`src/rtl/spi_byte_engine_pkg.sv`:
```
// Shared types and constants for the SPI mode-0 byte engine.
package spi_pkg;

  localparam int SPI_BYTE_BITS = 8;

  typedef enum logic [2:0] {
    IDLE  = 3'd0,
    SETUP = 3'd1,
    SHIFT = 3'd2,
    DONE  = 3'd3,
    HOLD  = 3'd4
  } spi_state_t;

  localparam logic [3:0] SPI_BITCNT_FULL = 4'd8;
  localparam logic [3:0] SPI_BITCNT_ZERO = 4'd0;

endpackage

```
`src/rtl/spi_byte_engine_if.sv`:
```
// Byte stream handshake between a producer (master) and the SPI byte engine (slave).
// With SPI_DREQ_GATE_EN defined the producer also supplies the decoder data-request line dreq.
interface spi_byte_engine_if;
  import spi_pkg::*;

  logic                     tx_valid;
  logic [SPI_BYTE_BITS-1:0] tx_data;
  logic                     tx_last;
  logic                     tx_ready;
  logic [SPI_BYTE_BITS-1:0] rx_data;
  logic                     rx_valid;
`ifdef SPI_DREQ_GATE_EN
  logic                     dreq;

  modport master (output tx_valid, tx_data, tx_last, dreq,
                  input  tx_ready, rx_data, rx_valid);
  modport slave  (input  tx_valid, tx_data, tx_last, dreq,
                  output tx_ready, rx_data, rx_valid);
`else
  modport master (output tx_valid, tx_data, tx_last,
                  input  tx_ready, rx_data, rx_valid);
  modport slave  (input  tx_valid, tx_data, tx_last,
                  output tx_ready, rx_data, rx_valid);
`endif
endinterface

```
`src/rtl/spi_byte_engine_edge_detect.sv`:
```
// Rise/fall pulse generator for the divided serial clock; sclk_i is already a clk-domain register.
module spi_edge_detect (
  input  logic clk,
  input  logic rst_n,
  input  logic sclk_i,
  output logic rise_o,
  output logic fall_o
);

  logic sclk_q;

  // Previous-cycle copy of the divided clock.
  always_ff @(posedge clk or negedge rst_n) begin
    if (!rst_n) begin
      sclk_q <= 1'b0;
    end else begin
      sclk_q <= sclk_i;
    end
  end

  assign rise_o = sclk_i & ~sclk_q;
  assign fall_o = ~sclk_i & sclk_q;

endmodule

```
`src/rtl/spi_byte_engine.sv`:
```
// SPI mode-0 byte shifter driving an external clock divider; manages cs_n across multi-byte frames.
// Optional macro SPI_DREQ_GATE_EN gates tx_ready with the decoder dreq input.
module spi_byte_engine
  import spi_pkg::*;
#(
  parameter int CS_SETUP_CYCLES = 4,
  parameter int CS_HOLD_CYCLES  = 4,
  parameter int CNT_W           = 8
) (
  input  logic                clk,
  input  logic                rst_n,
  spi_byte_engine_if.slave    bus,
  output logic                div_en,
  input  logic                sclk_in,
  output logic                spi_sclk,
  output logic                spi_mosi,
  input  logic                spi_miso,
  output logic                spi_cs_n,
  output logic                busy
);

  localparam logic [CNT_W-1:0] SETUP_LAST = CNT_W'(CS_SETUP_CYCLES - 1);
  localparam logic [CNT_W-1:0] HOLD_LAST  = CNT_W'(CS_HOLD_CYCLES - 1);
  localparam logic [CNT_W-1:0] CNT_ZERO   = {CNT_W{1'b0}};
  localparam logic [CNT_W-1:0] CNT_ONE    = CNT_W'(1);

  spi_state_t               state_q, state_d;
  logic [CNT_W-1:0]         cnt_q, cnt_d;
  logic [3:0]               bitcnt_q, bitcnt_d;
  logic [SPI_BYTE_BITS-1:0] tx_sh_q, tx_sh_d;
  logic [SPI_BYTE_BITS-1:0] rx_sh_q, rx_sh_d;
  logic [SPI_BYTE_BITS-1:0] rx_data_q, rx_data_d;
  logic                     last_q, last_d;
  logic                     rx_valid_q, rx_valid_d;
  logic                     div_en_q, div_en_d;
  logic                     mosi_q, mosi_d;
  logic                     cs_n_q, cs_n_d;
  logic                     busy_q, busy_d;
  logic                     rdy_q;
  logic                     rise_s, fall_s;
  logic                     ready_s, accept_s;

  spi_edge_detect u_edge (
    .clk    (clk),
    .rst_n  (rst_n),
    .sclk_i (sclk_in),
    .rise_o (rise_s),
    .fall_o (fall_s)
  );

  // rdy_q keeps tx_ready low while reset is asserted and for the release cycle.
`ifdef SPI_DREQ_GATE_EN
  assign ready_s = (state_q == IDLE) & rdy_q & bus.dreq;
`else
  assign ready_s = (state_q == IDLE) & rdy_q;
`endif
  assign accept_s     = bus.tx_valid & ready_s;
  assign bus.tx_ready = ready_s;
  assign bus.rx_data  = rx_data_q;
  assign bus.rx_valid = rx_valid_q;
  assign div_en       = div_en_q;
  assign spi_sclk     = sclk_in;
  assign spi_mosi     = mosi_q;
  assign spi_cs_n     = cs_n_q;
  assign busy         = busy_q;

  // FSM state register.
  always_ff @(posedge clk or negedge rst_n) begin
    if (!rst_n) begin
      state_q <= IDLE;
    end else begin
      state_q <= state_d;
    end
  end

  // FSM next-state logic.
  always_comb begin
    state_d = state_q;
    case (state_q)
      IDLE:    if (accept_s) state_d = cs_n_q ? SETUP : SHIFT;
               else          state_d = IDLE;
      SETUP:   if (cnt_q == SETUP_LAST) state_d = SHIFT;
               else                     state_d = SETUP;
      SHIFT:   if (fall_s && (bitcnt_q == SPI_BITCNT_FULL)) state_d = DONE;
               else                                          state_d = SHIFT;
      DONE:    state_d = last_q ? HOLD : IDLE;
      HOLD:    if (cnt_q == HOLD_LAST) state_d = IDLE;
               else                    state_d = HOLD;
      default: state_d = IDLE;
    endcase
  end

  // FSM output / datapath next values; every output is registered below.
  always_comb begin
    cnt_d      = cnt_q;
    bitcnt_d   = bitcnt_q;
    tx_sh_d    = tx_sh_q;
    rx_sh_d    = rx_sh_q;
    rx_data_d  = rx_data_q;
    last_d     = last_q;
    rx_valid_d = 1'b0;
    mosi_d     = mosi_q;
    cs_n_d     = cs_n_q;
    case (state_q)
      IDLE: begin
        if (accept_s) begin
          tx_sh_d  = bus.tx_data;
          last_d   = bus.tx_last;
          mosi_d   = bus.tx_data[SPI_BYTE_BITS-1];
          bitcnt_d = SPI_BITCNT_ZERO;
          rx_sh_d  = {SPI_BYTE_BITS{1'b0}};
          cnt_d    = CNT_ZERO;
          cs_n_d   = 1'b0;
        end else begin
          cnt_d = CNT_ZERO;
        end
      end
      SETUP: cnt_d = cnt_q + CNT_ONE;
      SHIFT: begin
        // A fall seen before any rise is divider start-up noise and is dropped.
        if (rise_s && (bitcnt_q != SPI_BITCNT_FULL)) begin
          rx_sh_d  = {rx_sh_q[SPI_BYTE_BITS-2:0], spi_miso};
          bitcnt_d = bitcnt_q + 4'd1;
        end else if (fall_s && (bitcnt_q == SPI_BITCNT_FULL)) begin
          rx_data_d  = rx_sh_q;
          rx_valid_d = 1'b1;
          cnt_d      = CNT_ZERO;
        end else if (fall_s && (bitcnt_q != SPI_BITCNT_ZERO)) begin
          tx_sh_d = {tx_sh_q[SPI_BYTE_BITS-2:0], 1'b0};
          mosi_d  = tx_sh_q[SPI_BYTE_BITS-2];
        end else begin
          cnt_d = cnt_q;
        end
      end
      DONE: cnt_d = CNT_ZERO;
      HOLD: begin
        if (cnt_q == HOLD_LAST) begin
          cs_n_d = 1'b1;
        end else begin
          cnt_d = cnt_q + CNT_ONE;
        end
      end
      default: cnt_d = CNT_ZERO;
    endcase
    div_en_d = (state_d == SHIFT);
    busy_d   = (state_d != IDLE);
  end

  // Datapath and output registers.
  always_ff @(posedge clk or negedge rst_n) begin
    if (!rst_n) begin
      cnt_q      <= CNT_ZERO;
      bitcnt_q   <= SPI_BITCNT_ZERO;
      tx_sh_q    <= {SPI_BYTE_BITS{1'b0}};
      rx_sh_q    <= {SPI_BYTE_BITS{1'b0}};
      rx_data_q  <= {SPI_BYTE_BITS{1'b0}};
      last_q     <= 1'b0;
      rx_valid_q <= 1'b0;
      div_en_q   <= 1'b0;
      mosi_q     <= 1'b0;
      cs_n_q     <= 1'b1;
      busy_q     <= 1'b0;
      rdy_q      <= 1'b0;
    end else begin
      cnt_q      <= cnt_d;
      bitcnt_q   <= bitcnt_d;
      tx_sh_q    <= tx_sh_d;
      rx_sh_q    <= rx_sh_d;
      rx_data_q  <= rx_data_d;
      last_q     <= last_d;
      rx_valid_q <= rx_valid_d;
      div_en_q   <= div_en_d;
      mosi_q     <= mosi_d;
      cs_n_q     <= cs_n_d;
      busy_q     <= busy_d;
      rdy_q      <= 1'b1;
    end
  end

endmodule

```
`src/flat_wrapper.sv`:
```
// flat-port wrapper written by rule: the top's interface ports become plain ports
module spi_byte_engine_flat import spi_pkg::*;
#(
  parameter int CS_SETUP_CYCLES = 4,
  parameter int CS_HOLD_CYCLES  = 4,
  parameter int CNT_W           = 8
)
  (clk, rst_n, div_en, sclk_in, spi_sclk, spi_mosi, spi_miso, spi_cs_n, busy, bus_tx_valid, bus_tx_data, bus_tx_last, bus_tx_ready, bus_rx_data, bus_rx_valid);
  spi_byte_engine_if bus_i ();
  input  logic clk;
  input  logic rst_n;
  output logic div_en;
  input  logic sclk_in;
  output logic spi_sclk;
  output logic spi_mosi;
  input  logic spi_miso;
  output logic spi_cs_n;
  output logic busy;
  input wire logic [$bits(bus_i.tx_valid)-1:0] bus_tx_valid;
  input wire logic [$bits(bus_i.tx_data)-1:0] bus_tx_data;
  input wire logic [$bits(bus_i.tx_last)-1:0] bus_tx_last;
  output wire logic [$bits(bus_i.tx_ready)-1:0] bus_tx_ready;
  output wire logic [$bits(bus_i.rx_data)-1:0] bus_rx_data;
  output wire logic [$bits(bus_i.rx_valid)-1:0] bus_rx_valid;
  assign bus_i.tx_valid = bus_tx_valid;
  assign bus_i.tx_data = bus_tx_data;
  assign bus_i.tx_last = bus_tx_last;
  assign bus_tx_ready = bus_i.tx_ready;
  assign bus_rx_data = bus_i.rx_data;
  assign bus_rx_valid = bus_i.rx_valid;
  spi_byte_engine #(.CS_SETUP_CYCLES(CS_SETUP_CYCLES), .CS_HOLD_CYCLES(CS_HOLD_CYCLES), .CNT_W(CNT_W)) u_core (.clk(clk), .rst_n(rst_n), .bus(bus_i), .div_en(div_en), .sclk_in(sclk_in), .spi_sclk(spi_sclk), .spi_mosi(spi_mosi), .spi_miso(spi_miso), .spi_cs_n(spi_cs_n), .busy(busy));
endmodule
```
`config.mk`:
```
export PLATFORM = sky130hd
export DESIGN_NAME = spi_byte_engine_flat
export DESIGN_NICKNAME = d
export VERILOG_FILES = /design/src/rtl/spi_byte_engine_pkg.sv /design/src/rtl/spi_byte_engine_if.sv /design/src/rtl/spi_byte_engine_edge_detect.sv /design/src/rtl/spi_byte_engine.sv /design/src/flat_wrapper.sv
export SDC_FILE = /design/constraint.sdc
export NUM_CORES = 1
export LEC_CHECK = 0
export ABC_AREA = 1
export CORE_UTILIZATION = 55
export DETAILED_ROUTE_END_ITERATION = 8
export GPL_TIMING_DRIVEN = 0
export PLACE_DENSITY_LB_ADDON = 0.1
export SLEW_MARGIN = 40
export SYNTH_ARGS = -nofsm -noshare
export SYNTH_HDL_FRONTEND = slang
export SYNTH_SLANG_ARGS = --single-unit
```
`constraint.sdc`:
```
create_clock -name clk -period 2.34 [get_ports clk]
set_clock_uncertainty 0.2 [all_clocks]
set_input_delay 0.234 -clock clk [delete_from_list [all_inputs] [get_ports clk]]
set_output_delay 0.234 -clock clk [all_outputs]
set_load 0.01 [all_outputs]
```
; ---- Word level (Yosys, flattened, before mapping)
; Index checks and enable logic that the tools add are counted.
[op_classes]
n_addsub = 2
n_eq_ne = 16
muxes = 33
bitwise_logic = 7
n_reduce_logical = 14
[op_table]
columns = op, count
row1 = 2-to-1 mux 8 bit, 5
row2 = 2-to-1 mux 7 bit, 4
row3 = case mux 8 bit (3 select lines), 1
row4 = case mux 8 bit (2 select lines), 1
row5 = case mux 3 bit (5 select lines), 1
row6 = case mux 7 bit (2 select lines), 1
row7 = AND reduction 3 bit, 4
row8 = 2-to-1 mux 1 bit, 10
row9 = "inequality test 2 x 1 -> 1 bit, second input constant", 5
row10 = "== test 3 x 2 -> 1 bit, second input constant", 3
row11 = 2-to-1 mux 3 bit, 3
row12 = "adder 8 x 1 -> 8 bit, second input constant", 1
row13 = "== test 8 x 2 -> 1 bit, second input constant", 1
row14 = 2-to-1 mux 4 bit, 2
row15 = case mux 4 bit (2 select lines), 1
row16 = "inequality test 2 bit, second input constant", 3
row17 = AND reduction 5 bit, 1
row18 = "adder 4 x 1 -> 4 bit, second input constant", 1
row19 = bitwise AND 1 bit, 4
row20 = "== test 4 bit, second input constant", 1
row21 = 2-to-1 mux 2 bit, 2
row22 = "inequality test 4 bit, second input constant", 1
row23 = case mux 1 bit (2 select lines), 2
row24 = nonzero test 2 bit, 2
row25 = other kinds (8), 12
[totals]
regBits = 46
input_bits = 14
out_inout_bits = 15
elab_cells = 86

; ---- Logic depth before layout (Yosys ltp)
; Gate-level depths: netlist of run 1.
[logic_depth]
word_depth = 7
depth_mapped = 10
ltp_nobuf = 10

; ---- Hierarchy
; Synthesis of run 1 repeated with hierarchy kept, for this count alone.
[unflattened]
cells_unflattened = 270
area_unflattened_um2 = 2235.9
[modules_own_cells]
columns = module, instances, cells_per_inst, area_per_inst_um2, seq_area_each_um2
row1 = spi_byte_engine, 1, 265, 2195.9, 1127.3
row2 = spi_edge_detect, 1, 5, 40.0, 25.0

; ---- Least setup slack after synthesis of run 1
; No wires, ideal clock.
[synth_timing]
kind = register to register
from = register u_core.bitcnt_q[0]
to = register u_core.mosi_q (netlist: u_core.spi_mosi)
setup_time_ns = 0.066
t_arrival_ns = 1.380
required_time_ns = 2.074
path_slack_ns = 0.694
path_stages_with_launch = 11
path_buffers = 0
period_less_slack_ns = 1.646
cell_sequence = dfrtp_1 -> inv_1 -> ha_1 -> nand2_2 -> nor2_4 -> nand2_2 -> nor2_4 -> nor2_4 -> nand2_4 -> nand2_1 -> nand2_1
[synth_via]
elab_chain_cells = 4
word_cells_on_any_way = 10
classes_between = eq/ne (5) / reduce/logical (5)
[synth_rtl]
columns = element, line_no
row1 = "start, declared", spi_byte_engine.sv:29  ; logic [3:0] bitcnt_q, bitcnt_d;
row2 = "start signal, assigned", spi_byte_engine.sv:166  ; bitcnt_q <= bitcnt_d;
row3 = "== test 4 bit, or another cell as far along", spi_byte_engine.sv:124  ; end else if (fall_s && (bitcnt_q == SPI_BITCNT_FULL)) begin
row4 = "logical AND 1 bit, on equally long branches", "spi_byte_engine.sv:124, spi_byte_engine.sv:121, spi_byte_engine.sv:128"
row5 = inequality test 2 bit (no line) or inequality test 2 x 1 -> 1 bit (tied branches), -
row6 = AND reduction 5 bit (no line) *, -
row7 = "end signal, assigned", spi_byte_engine.sv:173  ; mosi_q <= mosi_d;
row8 = "end, declared", spi_byte_engine.sv:36  ; logic mosi_q, mosi_d;
; Every way passes the cells marked *; elsewhere a longest branch is shown, timed or not.
; A chain may end at the register's enable or synchronous reset.

; ---- Worst setup path after layout of run 1
[layout_timing]
from = register u_core.state_q[0]
to = output port bus_tx_ready
[layout_via]
elab_chain_cells = 2
[layout_rtl]
columns = element, line_no
row1 = "start, declared", spi_byte_engine.sv:27  ; spi_state_t state_q, state_d;
row2 = "start signal, assigned", spi_byte_engine.sv:72  ; state_q <= state_d;
row3 = zero test 3 bit, spi_byte_engine.sv:55  ; assign ready_s = (state_q == IDLE) & rdy_q;
row4 = bitwise AND 1 bit, spi_byte_engine.sv:55
row5 = "end, declared", flat_wrapper.sv:22  ; output wire logic [$bits(bus_i.tx_ready)-1:0] bus_tx_ready;
; Every way passes these cells.

==> results of run 1 <==
[through the flow]
stage               std cells  instance area (um^2)  TNS [ps]  utilization [%]
floorplan                 283                  2337         0                -
global placement          361                  2680    -19750            66.52
detailed placement        362                  2698         0            66.96
CTS                       371                  2818         0            69.94
global route              371                  2818         0            69.94
finish                    371                  2818         0            69.94
[worst min-delay path by stage]
stage,startpoint,to,slack [ps]
after detailed placement,rst_n,u_core.cnt_q[5],-80
after global routing,rst_n,u_core.cnt_q[6],150
after CTS,rst_n,u_core.cnt_q[5],130
after global placement,u_core.tx_sh_q[5],u_core.tx_sh_q[5],260
final,rst_n,u_core.cnt_q[5],130
after floorplan,rst_n,u_core.bitcnt_q[0],-260
[cell usage in the layout, fill, tap and decap left out, types with 2 or more instances in the layout]
cell	Yosys	final
nand2_1	109	109
dfrtp_1	45	45
inv_1	27	27
clkdlybuf4s50_1	0	27
nand3_1	22	22
nor2_1	14	14
nand2_2	7	7
o21ai_1	7	7
o21ai_2	7	7
nor2_4	6	6
o21ai_0	5	5
clkbuf_8	0	5
nand4_1	4	4
xor2_1	4	4
nand2_4	3	3
buf_4	2	3
ha_1	3	3
nor2_2	2	2
nor3_1	2	2
buf_2	2	2
buf_6	2	2
[routing by layer]
layer | wire (um) | vias up
met5 | 0 | -
met4 | 71 | 0
met3 | 91 | 7
met2 | 1955 | 16
met1 | 2156 | 853
li1 | - | 960
[power groups by stage]
stage	clock [uW]	combinational, uW	sequential [uW]
final	595	1460	1190
after global routing	637	1650	1220
after CTS	602	1480	1190
after detailed placement	0	1470	1200
after global placement	0	1430	1190
after floorplan	0	1050	1200
[registers in the layout, indices dropped and copies added (netlist names)]
name                  count
u_core.cnt_q              8
u_core.bus.rx_data        8
u_core.busy               1
u_core.spi_cs_n           1
u_core.tx_sh_q            7
u_core.bus.rx_valid       1
u_core.div_en             1
u_core.rx_sh_q            8
u_core.state_q            3
u_core.bitcnt_q           4
u_core.last_q             1
u_core.spi_mosi           1
u_core.u_edge.sclk_q      1
u_core.rdy_q              1
[worst max-delay path, cell delays in order (launching register included)]
cell	delay, ps
dfrtp_1	440
nor2_4	240
nand2_4	90
nor2_1	140
clkdlybuf4s50_1	560
[kinds of logic (layout without fill, tap and decap cells)]
group,after synthesis,count (layout),synth area share [%]
AOI/OAI and AO/OA,23,23,6.745
buffers and inverters,35,73,6.799
other,1,1,0.1604
xor gates and xnor gates,4,4,1.499
adders and majority gates,3,3,1.606
and+or+nand+nor,171,171,33.89
DFF,46,46,49.30
[cell type report]
type | count | share of cell area, %
inverter | 29 | 3.952
clock inverter | 2 | 1.332
clock buffer | 6 | 2.575
tap | 50 | 2.220
timing repair buffer | 30 | 10.92
sequential | 46 | 40.90
multi-input combinational | 202 | 36.41
buffer | 6 | 1.687
==> results.py, run 1 <==
metrics = {
    "outcome": {
        "outcome": "completed",
    },
    "global_route": {
        "track_usage_pct": 22.02,
        "top_usage_layer": "met2",
        "grt_max_degree": 30,
        "grt_pass1_vias": 1691,
        "use_met2_pct": 35.13,
        "met3_usage_pct": 4.561,
        "grt_pass1_wl_um": 7355,
        "antenna_found_initial": 0,
        "overflow": 0,
        "gr-usage-met1_pct": 29.26,
    },
    "worst_setup_path": {
        "required_ps": 1910,
        "r2r_cells": 10,
        "endpoint_kind": "primary output",
        "startpoint_type": "flip-flop",
        "reg2reg_slack_ps": 490,
        "setup.worst_path.end": "bus_tx_ready",
        "path_class": "flip-flop to primary output",
        "rr_startpoint": "u_core.bitcnt_q[0]",
        "startpoint": "u_core.state_q[0]",
        "crit_fanout": 5,
        "r2r-end": "u_core.spi_mosi",
        "arrival_ps": 1760,
    },
    "floorplan": {
        "die-width_um": 67.19,
        "die_h_um": 67.19,
        "core_area_mm2": 0.004029,
        "start_util_pct": 58.01,
        "die_area_mm2": 0.004515,
        "ios": 29,
        "rows": 23,
    },
    "final_layout": {
        "multi_input_area_mm2": 0.001026,
        "layout-drive-gt1-share_pct": 14.33,
        "final.fill_count": 356,
        "diodes": 0,
        "syn2layout_area_growth_pct": 20.56,
        "fin_nets": 337,
        "seqCellArea_mm2": 0.001152,
    },
    "placed_design": {
        "gp_congestion": 0.7894,
        "numPortBuffers": 28,
        "dpl.hpwl_um": 3143,
        "place_ws_ps": 367.0,
    },
    "routing": {
        "dr.first_iter.drc_count": 88,
        "drt-wirelength-per-cell_um": 11.52,
        "drt.antenna.violating_nets": 0,
        "via_count": 1836,
        "dr.pass1.iters": 4,
        "wirelength_um": 4274,
        "drc": 0,
        "viasPerCell": 4.949,
    },
    "clock_network": {
        "postCtsSetupBuffers": 0,
        "htree_levels": 2,
        "cts_tree": "built",
        "cts_root_buffer": "clkbuf_8",
        "numClockSinks": 46,
        "cts_buffers": 5,
        "cts_hold_buf": 1,
        "cts_resized": 0,
        "path_clk_slew_ps": 90,
        "clk-insertion-delay-late_ps": 300,
        "cts_max_path_buffers": 2,
    },
    "yosys": {
        "synth_edf_count": 0,
        "syn_nets": 300,
        "synth_top_area_share_pct": 48.18,
        "synth_top_cell_by_area": "dfrtp_1",
        "yosysUniqueCellTypes": 29,
        "netlist_top_cells_count": "nand2_1, dfrtp_1, inv_1, nand3_1, nor2_1",
        "ys_seq_elements": 46,
        "synthArstFlopShare_pct": 100.0,
        "yosysWarnings": 0,
        "syn_avg_cell_area_um2": 8.259,
        "synth_cells": 283,
        "ys_seq_area_share_pct": 49.30,
        "synthTopCellsByArea": "dfrtp_1, nand2_1, nand3_1, inv_1, nor2_4",
        "synth_ff_type": "dfrtp_1",
        "yosysMostFrequentCell": "nand2_1",
        "syn_area_mm2": 0.002337,
    },
    "timing": {
        "min_period_ps": 2195,
        "period_share_pct": 93.81,
        "setup_violations": 0,
        "fin_ws_ps": 144.8,
        "max_clock_freq_ghz": 0.4555,
        "fin_hold_ws_ps": 128.8,
        "rsz0062_at_grt": "no",
        "slew_viol_final": 0,
        "hold_viol": 0,
    },
    "pwr": {
        "cellPowerDensity_mw_per_mm2": 1151,
        "leakage_uw": 0.001406,
        "p_seq_share_pct": 36.7,
        "vdd_drop_max_mv": 0.6201,
        "p_total_uw": 3242,
        "clkPwrFrac_pct": 18.3,
        "p_int_uw": 1892,
        "pwr-share-comb_pct": 44.9,
        "p_sw_uw": 1350,
        "swShare_pct": 41.65,
    },
    "run": {
        "cap_violations": 0,
    },
    "worst_hold_path": {
        "hp-class": "input pin to async pin",
    },
}
Note: power is estimated with default switching activity, not from simulation.
==> inputs of run 2 (changes only) <==
- CORE_UTILIZATION: 55 -> 57
- CTS_BUF_LIST: default -> sky130_fd_sc_hd__clkbuf_8
==> run 2 against run 1 <==
  * Via count rose by 1.3%
  * Clock power barely moved
  * Maximum frequency fell by 0.21%
  * Critical path depth did not move
  * Critical endpoint unchanged
  * Highest routed layer unchanged
==> results.py, run 2 (same netlist as run 1, synthesis figures left out) <==
metrics = {
    "clock_network": {
        "cts_buffers": 5,
        "postCtsSetupBuffers": 0,
        "cts_root_buffer": "clkbuf_8",
        "numClockSinks": 46,
        "clk-insertion-delay-late_ps": 310,
        "cts_max_path_buffers": 2,
        "cts_hold_buf": 1,
        "cts_resized": 0,
        "cts_tree": "built",
        "htree_levels": 2,
        "path_clk_slew_ps": 90,
    },
    "final_layout": {
        "multi_input_area_mm2": 0.001026,
        "syn2layout_area_growth_pct": 20.61,
        "seqCellArea_mm2": 0.001152,
        "fin_nets": 337,
        "final.fill_count": 279,
        "final_cell_mix": "nand2_1, dfrtp_1, inv_1, clkdlybuf4s50_1, nand3_1",
        "layout-drive-gt1-share_pct": 14.64,
        "mostFrequentLayoutCell": "nand2_1",
        "diodes": 0,
    },
    "worst_setup_path": {
        "slowest_delay_ps": 560,
        "startpoint_type": "flip-flop",
        "crit_fanout": 5,
        "endpoint_kind": "primary output",
        "startpoint": "u_core.state_q[0]",
        "critical_path_buf_inv_count": 1,
        "critPathSlowestCell": "clkdlybuf4s50_1",
        "path_class": "flip-flop to primary output",
        "crit_path_cell_trace": "nor2_4 > nand2_4 > nor2_1 > clkdlybuf4s50_1",
        "required_ps": 1910,
        "rr_startpoint": "u_core.bitcnt_q[0]",
        "arrival_ps": 1770,
        "critPathTopFamily": "buffers and inverters",
    },
    "timing": {
        "min_period_ps": 2200,
        "max_clock_freq_ghz": 0.4546,
        "fin_ws_ps": 140.1,
        "rsz0062_at_grt": "no",
        "period_share_pct": 94.01,
        "hold_viol": 0,
        "slew_viol_final": 0,
        "setup_violations": 0,
    },
    "pwr": {
        "p_total_uw": 3231,
        "cellPowerDensity_mw_per_mm2": 1146,
        "leakage_uw": 0.001405,
        "vdd_drop_max_mv": 0.5819,
    },
    "routing": {
        "dr.pass1.iters": 5,
        "drt-wirelength-per-cell_um": 11.32,
        "viasPerCell": 5.041,
        "drt.antenna.violating_nets": 0,
        "via_count": 1860,
        "drc": 0,
        "wirelength_um": 4178,
        "dr.first_iter.drc_count": 117,
    },
    "floorplan": {
        "start_util_pct": 61.53,
        "rows": 22,
        "die_area_mm2": 0.004361,
        "die-width_um": 66.04,
        "core_area_mm2": 0.003799,
        "ios": 29,
        "die_h_um": 66.04,
    },
    "worst_hold_path": {
        "hp-class": "input pin to async pin",
    },
    "placed_design": {
        "dpl.hpwl_um": 3049,
        "gp_congestion": 0.8149,
        "numPortBuffers": 28,
        "place_ws_ps": 411.3,
    },
    "global_route": {
        "grt_pass1_vias": 1729,
        "grt_max_degree": 26,
        "overflow": 0,
        "track_usage_pct": 22.49,
        "antenna_found_initial": 0,
        "grt_pass1_wl_um": 7300,
    },
    "run": {
        "cap_violations": 0,
    },
    "outcome": {
        "outcome": "completed",
    },
}
run 2: changes by cell type in the layout (fill, tap and decap cells not counted), sizes merged:
| cell | before | now |
|---|---|---|
| clkbuf | 6 | 5 |
| clkinvlp | 1 | 2 |
run 2: path summary, 6_finish.rpt:
kind,slack [ps],depth (start not counted),endpoint
max,140,4,bus_tx_ready
min,150,2,u_core.bus.rx_data[2]
max reg2reg,450,10,u_core.tx_sh_q[4]
min reg2reg,280,2,u_core.bus.rx_data[5]
max in group asynchronous,1370,3,u_core.div_en
min in group clk,280,3,u_core.last_q
run 2: layer usage:
metal	track usage (%)	up-vias	routed length [um]
met5	0	-	0
met3	6.207	6	204
met1	27.32	848	2009
met4	7.181	0	60
li1	-	961	-
met2	38.52	45	1903
run 2: layout make-up:
class                           instances  share of cell area [%]
Sequential cell                        46                   40.88
Multi-Input combinational cell        202                   36.40
Timing Repair Buffer                   30                   10.92
Inverter                               29                   3.950
Clock buffer                            5                   2.441
Tap cell                               48                   2.130
Buffer                                  6                   1.687
Clock inverter                          3                   1.598
run 2: report_power, final:
part           switching, uW  internal (uW)  leakage [uW]  total, uW
sequential               171           1020      0.000611       1190
combinational            891            555      0.000744       1450
clock                    279            317     0.0000504        596
run 2: stage by stage:
stage | TNS, ps | hold WS [ps] | cells | utilization (%) | cell area [um^2]
3_5_place_dp | 0 | -56.55 | 360 | 70.95 | 2695
2_1_floorplan | 0 | -261.6 | 283 | - | 2337
3_3_place_gp | -17690 | 255.9 | 359 | 70.49 | 2678
5_1_grt | 0 | 176.1 | 369 | 74.21 | 2819
4_1_cts | 0 | 150.8 | 369 | 74.21 | 2819
6_report | 0 | 147.3 | 369 | 74.21 | 2819
